File: src/rtl/ldtu_pkg.sv
// Shared constants and helpers for the LDTU output FIFO.
// Defaults mirror the fixed four-lane, sixteen-deep output path.
package ldtu_pkg;

    localparam int          DefNbits   = 32;
    localparam int          DefDepth   = 16;
    localparam int          DefNLanes  = 4;
    localparam logic [31:0] IDLE_WORD  = 32'hEAAAAAAA;

    // Number of words a frame request can actually take.
    function automatic int min_pop(input int cnt, input int lanes);
        return (cnt < lanes) ? cnt : lanes;
    endfunction

endpackage

File: src/rtl/ldtu_ofifo_mem.sv
// Register-file storage: one write port, NLanes combinational read ports
// at consecutive addresses starting from rd_ptr (wrapping modulo depth).
module ldtu_ofifo_mem
    import ldtu_pkg::*;
#(
    parameter int Nbits_32       = DefNbits,
    parameter int FifoDepth_buff = DefDepth,
    parameter int bits_ptr       = 4,
    parameter int NLanes         = DefNLanes
) (
    input  logic                       CLK,
    input  logic                       we,
    input  logic [bits_ptr-1:0]        wr_ptr,
    input  logic [Nbits_32-1:0]        wdata,
    input  logic [bits_ptr-1:0]        rd_ptr,
    output logic [NLanes*Nbits_32-1:0] rdata
);

    logic [Nbits_32-1:0] mem [FifoDepth_buff];

    // NOTE: the array is deliberately not reset; count and valid flags
    // guarantee stale entries are never presented as data.
    always_ff @(posedge CLK) begin
        if (we) mem[wr_ptr] <= wdata;
    end

    always_comb begin
        rdata = '0;
        for (int k = 0; k < NLanes; k++)
            rdata[k*Nbits_32 +: Nbits_32] = mem[rd_ptr + bits_ptr'(k)];
    end

endmodule

File: src/rtl/ldtu_ofifo_nlane.sv
// Output FIFO draining up to NLanes words per frame request onto parallel
// serializer lanes, with idle fill, synch pattern, flush and overflow count.
module ldtu_ofifo_nlane
    import ldtu_pkg::*;
#(
    parameter int          Nbits_32       = DefNbits,
    parameter int          FifoDepth_buff = DefDepth,
    parameter int          bits_ptr       = 4,
    parameter int          NLanes         = DefNLanes,
    parameter int          AFullThr       = 12,
    parameter logic [31:0] IdleWord       = IDLE_WORD
) (
    input  logic                       CLK,
    input  logic                       rst_b,
    input  logic                       flush,
    input  logic                       synch,
    input  logic [Nbits_32-1:0]        synch_pattern,
    input  logic                       write_signal,
    input  logic [Nbits_32-1:0]        data_in_32,
    input  logic                       read_signal,
    output logic [NLanes*Nbits_32-1:0] DATA32_out,
    output logic [NLanes-1:0]          lane_valid,
    output logic                       full_signal,
    output logic                       almost_full,
    output logic                       losing_data,
    output logic [7:0]                 overflow_cnt,
    output logic [bits_ptr:0]          count
);

    localparam logic [bits_ptr:0] DEPTH = (bits_ptr+1)'(FifoDepth_buff);
    localparam logic [bits_ptr:0] AFULL = (bits_ptr+1)'(AFullThr);

    logic [bits_ptr-1:0]        rd_ptr, wr_ptr;
    logic [bits_ptr:0]          npop, count_next;
    logic                       read_en, push, drop;
    logic [NLanes*Nbits_32-1:0] rdata, lanes_next;
    logic [NLanes-1:0]          valid_next;

    ldtu_ofifo_mem #(
        .Nbits_32      (Nbits_32),
        .FifoDepth_buff(FifoDepth_buff),
        .bits_ptr      (bits_ptr),
        .NLanes        (NLanes)
    ) u_mem (
        .CLK   (CLK),
        .we    (push),
        .wr_ptr(wr_ptr),
        .wdata (data_in_32),
        .rd_ptr(rd_ptr),
        .rdata (rdata)
    );

    // NOTE: every combinational output gets a default first so no latch is inferred.
    always_comb begin
        read_en    = read_signal && !synch && !flush;
        npop       = read_en ? (bits_ptr+1)'(min_pop(int'(count), NLanes)) : '0;
        push       = write_signal && !flush && ((count - npop) < DEPTH);
        drop       = write_signal && !flush && !push;
        count_next = flush ? '0 : count - npop + {{bits_ptr{1'b0}}, push};

        lanes_next = DATA32_out;
        valid_next = lane_valid;
        if (flush || synch || read_en) begin
            for (int k = 0; k < NLanes; k++) begin
                if (flush) begin
                    lanes_next[k*Nbits_32 +: Nbits_32] = IdleWord[Nbits_32-1:0];
                    valid_next[k] = 1'b0;
                end else if (synch) begin
                    lanes_next[k*Nbits_32 +: Nbits_32] = synch_pattern;
                    valid_next[k] = 1'b0;
                end else if (k < int'(npop)) begin
                    lanes_next[k*Nbits_32 +: Nbits_32] = rdata[k*Nbits_32 +: Nbits_32];
                    valid_next[k] = 1'b1;
                end else begin
                    lanes_next[k*Nbits_32 +: Nbits_32] = IdleWord[Nbits_32-1:0];
                    valid_next[k] = 1'b0;
                end
            end
        end
    end

    // NOTE: sequential state uses non-blocking assignments only.
    always_ff @(posedge CLK or negedge rst_b) begin
        if (!rst_b) begin
            rd_ptr       <= '0;
            wr_ptr       <= '0;
            count        <= '0;
            DATA32_out   <= {NLanes{IdleWord[Nbits_32-1:0]}};
            lane_valid   <= '0;
            full_signal  <= 1'b0;
            almost_full  <= 1'b0;
            losing_data  <= 1'b0;
            overflow_cnt <= '0;
        end else begin
            if (flush) begin
                rd_ptr <= '0;
                wr_ptr <= '0;
            end else begin
                rd_ptr <= rd_ptr + npop[bits_ptr-1:0];
                if (push) wr_ptr <= wr_ptr + 1'b1;
            end
            count       <= count_next;
            DATA32_out  <= lanes_next;
            lane_valid  <= valid_next;
            full_signal <= (count_next == DEPTH);
            almost_full <= (count_next >= AFULL);
            losing_data <= drop;
            // Saturate rather than wrap so a long overflow stays visible.
            if (drop && overflow_cnt != 8'hFF) overflow_cnt <= overflow_cnt + 8'd1;
        end
    end

endmodule
File: config.mk
export PLATFORM = sky130hd
export DESIGN_NAME = ldtu_ofifo_nlane
export DESIGN_NICKNAME = d
export VERILOG_FILES = /design/src/rtl/ldtu_pkg.sv /design/src/rtl/ldtu_ofifo_mem.sv /design/src/rtl/ldtu_ofifo_nlane.sv
export SDC_FILE = /design/constraint.sdc
export NUM_CORES = 1
export LEC_CHECK = 0
export ABC_CLOCK_PERIOD_IN_PS = 10400
export CAP_MARGIN = 20
export CORE_ASPECT_RATIO = 1.5
export CORE_MARGIN = 2
export CORE_UTILIZATION = 38
export CTS_CLUSTER_DIAMETER = 50
export CTS_CLUSTER_SIZE = 14
export DETAILED_ROUTE_END_ITERATION = 12
export HOLD_SLACK_MARGIN = 0.15
export SYNTH_ARGS = -nofsm -noshare
export SYNTH_HDL_FRONTEND = slang
export SYNTH_SLANG_ARGS = --single-unit
File: constraint.sdc
create_clock -name CLK -period 10.4 [get_ports CLK]
set_input_delay 1.56 -clock CLK [delete_from_list [all_inputs] [get_ports CLK]]
set_output_delay 1.56 -clock CLK [all_outputs]
set_load 0.01 [all_outputs]
# After elaboration in Yosys (flattened, before gate mapping)
# Memories as Yosys holds them, arrays and structs flattened.
# Cells that the tools add are included.
dict set report classes {
  addsub 8
  order_cmp 7
  eq_ne 2
  n_mux 32
  n_reduce_logical 12
}
# operator count
set ops {}
lappend ops {{$mux 32} 12}
lappend ops {{$mux 5} 3}
lappend ops {{$mux 1} 14}
lappend ops {{$mux 4} 3}
lappend ops {{$lt 1x5->1 const A} 2}
lappend ops {{$lt 2x5->1 const A} 2}
lappend ops {{$add 4x1->4 const B} 2}
lappend ops {{$add 4x2->4 const B} 2}
lappend ops {{$add 8x1->8 const B} 1}
lappend ops {{$ne 8x8->1 const B} 1}
lappend ops {{$logic_and 1x1->1} 6}
lappend ops {{$add 5x1->5} 1}
lappend ops {{$eq 5x5->1 const B} 1}
lappend ops {{$ge 5x4->1 const B} 1}
lappend ops {{$lt 5x3->1 const B} 1}
lappend ops {{$lt 5x5->1 const B} 1}
lappend ops {{$sub 5x5->5} 1}
lappend ops {{$add 4x4->4} 1}
lappend ops {{$logic_not 1->1} 3}
lappend ops {{$logic_or 1x1->1} 2}
lappend ops {{$reduce_bool 2->1} 1}
dict set report word_totals {
  regBits 156
  ram_bits 512
  input_bits 70
  output_inout_bits 148
  wordCells 71
  mem_count 1
}
# name words width read_ports rd_clocked_by_memory_dff wr line_no
set mem_list {}
lappend mem_list {u_mem.mem 16 32 4 0 1 ldtu_ofifo_mem.sv:19} ;# logic [Nbits_32-1:0] mem [FifoDepth_buff];

# Logic depth before layout (Yosys ltp)
dict set report depth {
  word_depth 10
  depth_mapped 15
}

# Hierarchy
# From an unflattened synthesis, not the netlist that was laid out.
dict set report hier_totals {
  cells_unflattened 2822
  hier_area_um2 38010.2
}
# module instances cells_each area_per_inst_um2 seq_area_each_um2
set modules_own_cells {}
lappend modules_own_cells {ldtu_ofifo_mem 1 2079 30701.9 15374.7}
lappend modules_own_cells {ldtu_ofifo_nlane 1 743 7308.3 3988.8}

# Worst setup path before layout
# No wires, ideal clock.
dict set report synth_path {
  path_type {input to register}
  startpoint {input read_signal}
  endpoint {memory u_mem.mem[13][0] in the netlist's numbering (enable)}
  setup_ns 0.391
  arrival_time_ns 4.278
  t_required_ns 10.009
  setup_slack_ns 5.731
  path_stages 9
  path_buffers 0
  cell_sequence {nor3b_4 > and3_1 > ha_1 > fa_1 > nand2b_1 > a21oi_1 > xnor2_1 > nor2_1 > and4_1}
}
dict set report synth_between {
  elab_chain_cells 8
}
# item line_no
set synth_lines {}
lappend synth_lines {{start: declaration} ldtu_ofifo_nlane.sv:20} ;# input logic read_signal,
lappend synth_lines {{$logic_and 1x1->1 (2 in a row)} ldtu_ofifo_nlane.sv:55} ;# read_en = read_signal && !synch && !flush;
lappend synth_lines {{$mux 5} ldtu_ofifo_nlane.sv:56} ;# npop = read_en ? (bits_ptr+1)'(min_pop(int'(count), NLanes)) : '0;
lappend synth_lines {{$sub 5x5->5} ldtu_ofifo_nlane.sv:57} ;# push = write_signal && !flush && ((count - npop) < DEPTH);
lappend synth_lines {{$lt 5x5->1} ldtu_ofifo_nlane.sv:57}
lappend synth_lines {{$logic_and 1x1->1} ldtu_ofifo_nlane.sv:57}
lappend synth_lines {{$mux 1} ldtu_ofifo_mem.sv:24} ;# if (we) mem[wr_ptr] <= wdata;
lappend synth_lines {{$mux 1 (implied by the code)} ldtu_ofifo_mem.sv:24}
lappend synth_lines {{end: declaration} ldtu_ofifo_mem.sv:19}
# Every way passes these cells.

# Worst setup path after layout
dict set report layout_path {
  startpoint {input read_signal}
  endpoint {memory u_mem.mem[10][29] in the netlist's numbering (enable)}
}
# Same word-level chain as after synthesis.

==> impl_metrics.xml <==
<?xml version="1.0" encoding="UTF-8"?>
<metrics>
  <group name="final_layout">
    <metric name="filler_cell_count" unit="">8785</metric>
    <metric name="commonest_non_fill_non_tap_cell_in_the_layout" unit="">edfxtp_1</metric>
    <metric name="final_non_filler_cell_total" unit="">3857</metric>
    <metric name="area_delta_synth_final" unit="%">14.4</metric>
    <metric name="layout.nets" unit="">2595</metric>
    <metric name="diodes" unit="">0</metric>
    <metric name="utilization" unit="%">43.8</metric>
    <metric name="share_of_post_route_cells_with_drive_strength_above_1" unit="%">31.0</metric>
    <metric name="most-common-layout-cells" unit="">edfxtp_1 (512), mux4_2 (480), clkdlybuf4s50_1 (214)</metric>
  </group>
  <group name="global_routing">
    <metric name="grt_use_met3" unit="%">4.49</metric>
    <metric name="grt_overflow_total" unit="">0</metric>
    <metric name="met2_grt_util" unit="%">42.5</metric>
    <metric name="grt_max_degree" unit="">161</metric>
    <metric name="grt-busiest-layer" unit="">met2</metric>
    <metric name="wire_length_of_the_first_global_routing_pass" unit="um">183000</metric>
    <metric name="grtUsageMet1" unit="%">28.6</metric>
    <metric name="initial_antenna_violation_count" unit="">3</metric>
    <metric name="number_of_global_route_vias_before_repair" unit="">26600</metric>
    <metric name="grtUsageTotal" unit="%">24.2</metric>
  </group>
  <group name="clock_network">
    <metric name="hold_buf_cts" unit="">0</metric>
    <metric name="cts_max_level" unit="">3</metric>
    <metric name="clockBufferDepth" unit="">3</metric>
    <metric name="clkTransAtPathRegs" unit="ns">0.07</metric>
    <metric name="clock_sinks" unit="">668</metric>
    <metric name="worst_skew_pair.late_latency" unit="ns">0.65</metric>
    <metric name="cts_inserted_buffers" unit="">69</metric>
    <metric name="ctsResizeCount" unit="">0</metric>
    <metric name="tritoncts" unit="">done</metric>
    <metric name="clock_tree.root_cell" unit="">clkbuf_16</metric>
    <metric name="post_cts.repair.setup_buffers" unit="">0</metric>
  </group>
  <group name="sta">
    <metric name="holdWs" unit="ns">0.486</metric>
    <metric name="clock-skew-final" unit="ns">0.0417</metric>
    <metric name="finalSetupViolCount" unit="">0</metric>
    <metric name="timing.final.crit_period" unit="ns">5.57</metric>
    <metric name="drv_slew" unit="">0</metric>
    <metric name="period_utilization" unit="%">53.6</metric>
    <metric name="fmax" unit="GHz">0.179</metric>
    <metric name="worst_slew_margin_rel" unit="%">18.5</metric>
    <metric name="rsz_0062_raised_after_global_routing" unit="">no</metric>
    <metric name="finalHoldViolations" unit="">0</metric>
    <metric name="finalSetupTns" unit="ns">0</metric>
    <metric name="tightest_slew" unit="ns">1.22</metric>
  </group>
  <group name="routing">
    <metric name="wirelength_routed" unit="um">126000</metric>
    <metric name="drt_iter0_markers" unit="">2868</metric>
    <metric name="post_drt_wl_per_cell" unit="um">32.7</metric>
    <metric name="postRouteAntennaNets" unit="">0</metric>
    <metric name="drc_errors" unit="">0</metric>
    <metric name="drt_pass1_iterations" unit="">6</metric>
    <metric name="routed_vias_inst" unit="">6.70</metric>
    <metric name="route.vias.total" unit="">25800</metric>
  </group>
  <group name="yosys">
    <metric name="proportion_of_synthesized_chip_area_in_sequential_cells" unit="%">50.6</metric>
    <metric name="synth.cell_area" unit="um2">38300</metric>
    <metric name="postSynth.asyncResetShare" unit="%">23.4</metric>
    <metric name="ys.flop_type" unit="">edfxtp_1</metric>
    <metric name="post_synth_inst_count" unit="">2374</metric>
    <metric name="synth.lib_cells_used.distinct" unit="">62</metric>
    <metric name="synth-warning-count" unit="">0</metric>
    <metric name="postSynthNetCount" unit="">2464</metric>
    <metric name="synthesis.area_per_instance" unit="um2">16.1</metric>
    <metric name="postSynthRegisterBits" unit="">668</metric>
    <metric name="post_synth_edffs" unit="">512</metric>
  </group>
  <group name="floorplan">
    <metric name="floorplan.rows" unit="">142</metric>
    <metric name="die_width" unit="um">263</metric>
    <metric name="fp.coreArea" unit="um2">99900</metric>
    <metric name="floorplan.initialDensity" unit="%">38.3</metric>
    <metric name="design.portCount" unit="">218</metric>
    <metric name="dieArea" unit="um2">103000</metric>
    <metric name="die_height" unit="um">393</metric>
  </group>
  <group name="placed_design">
    <metric name="cells_after_dpl" unit="">3729</metric>
    <metric name="place_congestion" unit="">0.856</metric>
    <metric name="dp_hpwl" unit="um">78600</metric>
    <metric name="numPortBuffers" unit="">217</metric>
  </group>
  <group name="min_path">
    <metric name="hp-class" unit="">register to register</metric>
  </group>
  <group name="setup_path">
    <metric name="timing.critical_path.fanout_max" unit="">17</metric>
    <metric name="timing.setup.critical_path_class" unit="">input port to register</metric>
    <metric name="worst-endpoint-required" unit="ns">10.68</metric>
    <metric name="timing.critical_path.to_type" unit="">register</metric>
    <metric name="setup.worst_path.start_class" unit="">input port</metric>
    <metric name="cp.arrival" unit="ns">5.85</metric>
  </group>
  <group name="power_and_ir_drop">
    <metric name="cellLeakagePower" unit="nW">13.8</metric>
    <metric name="power_per_cell_area" unit="nW/um2">155</metric>
    <metric name="maximum_vdd_drop" unit="mV">0.115</metric>
    <metric name="design_power_total" unit="W">0.00678</metric>
  </group>
  <group name="status">
    <metric name="outcome" unit="">completed</metric>
  </group>
  <group name="run">
    <metric name="cap_viol_max_count" unit="">0</metric>
  </group>
</metrics>
[worst paths after layout]
path / slack [ns] / cells after the start / start / to
max: 4.83 / 11 / read_signal / u_mem.mem[10][29]
min: 0.49 / 2 / lane_valid[2] / lane_valid[2]
max reg2reg: 5.39 / 8 / rd_ptr[1] / DATA32_out[8]
min reg2reg: 0.49 / 2 / lane_valid[2] / lane_valid[2]
max in group asynchronous: 8.20 / 2 / rst_b / rd_ptr[0]
min in group asynchronous: 1.09 / 1 / rst_b / DATA32_out[35]
[logic make-up (layout without fill, tap and decap cells)]
family	count (synthesis)	count (layout)	synth area share, %
AO/OA/AOI/OAI	422	422	8.09
XOR/XNOR	20	20	0.514
adder cells (fa/ha/maj)	20	20	0.693
buffers and inverters	254	441	3.38
flip-flops	668	668	50.6
multiplexers	626	626	32.1
other	1	1	0.00980
AND/OR/NAND/NOR	363	363	4.56
[critical path, cell delays in order]
cell and delay, ns:
clkdlybuf4s50_1 0.59, nor3b_4 0.28, and3_1 0.21, ha_1 0.22
fa_1 0.43, nand2b_1 0.16, a21oi_1 0.31, xnor2_1 0.27
nor4_1 0.50, and2_2 0.79, buf_4 0.48
[registers in the layout (all words and copies together) (netlist names), 4 cells and up]
| name | count |
|---|---|
| lane_valid | 4 |
| overflow_cnt | 8 |
| u_mem.mem | 512 |
| count | 5 |
| wr_ptr | 4 |
| DATA32_out | 128 |
| rd_ptr | 4 |
[synth_stat cells, drive strengths merged (15+ instances only)]
library cell	number	area, um2
dfstp	68	1790
o21ai	31	159
a31oi	18	128
mux2i	129	1290
and3	55	344
and2	34	213
mux2	17	191
a21oi	73	373
a221oi	33	352
buf	146	886
nor2	68	255
ha	18	225
dfrtp	88	2200
a211oi	50	375
o22ai	51	319
edfxtp	512	15400
a222oi	15	150
o221ai	15	131
nor3	24	120
a22oi	76	571
a311oi	19	166
inv	30	113
a22o	15	131
a221o	15	150
mux4	480	10800
clkbuf	77	290
nand2	144	543
[cell type report]
type                    count  area (um2)  share of cell area, %
clock buffers              95        1890                   4.31
clock inverters            32         288                  0.658
inverters                  31         116                  0.266
multi-input cells        1452       17700                   40.5
flip-flops and latches    668       19400                   44.3
well taps                1296        1620                   3.71
repair buffers            283        2760                   6.30
[power breakdown]
group	switching [W]	leakage, nW	internal (W)	total, W
sequential	0.000130	6.49	0.00303	0.00316
clock	0.00113	1.06	0.00133	0.00246
combinational	0.000650	6.21	0.000506	0.00116
total	0.00191	13.8	0.00486	0.00678
[metrics by stage]
stage	cell area, um2	worst slack (ns)
after floorplan	38300	5.73
after global placement	41500	4.36
after detailed placement	41500	4.21
after CTS	43700	4.89
after global routing	43700	4.78
final	43700	4.83
[metal layers]
metal	vias to the layer above	share of wire, %
li1	10300	-
met1	13600	36
met2	1519	51
met3	310	8.1
met4	4	5.0
met5	-	0.021
Power figures use the tool's default switching activity.
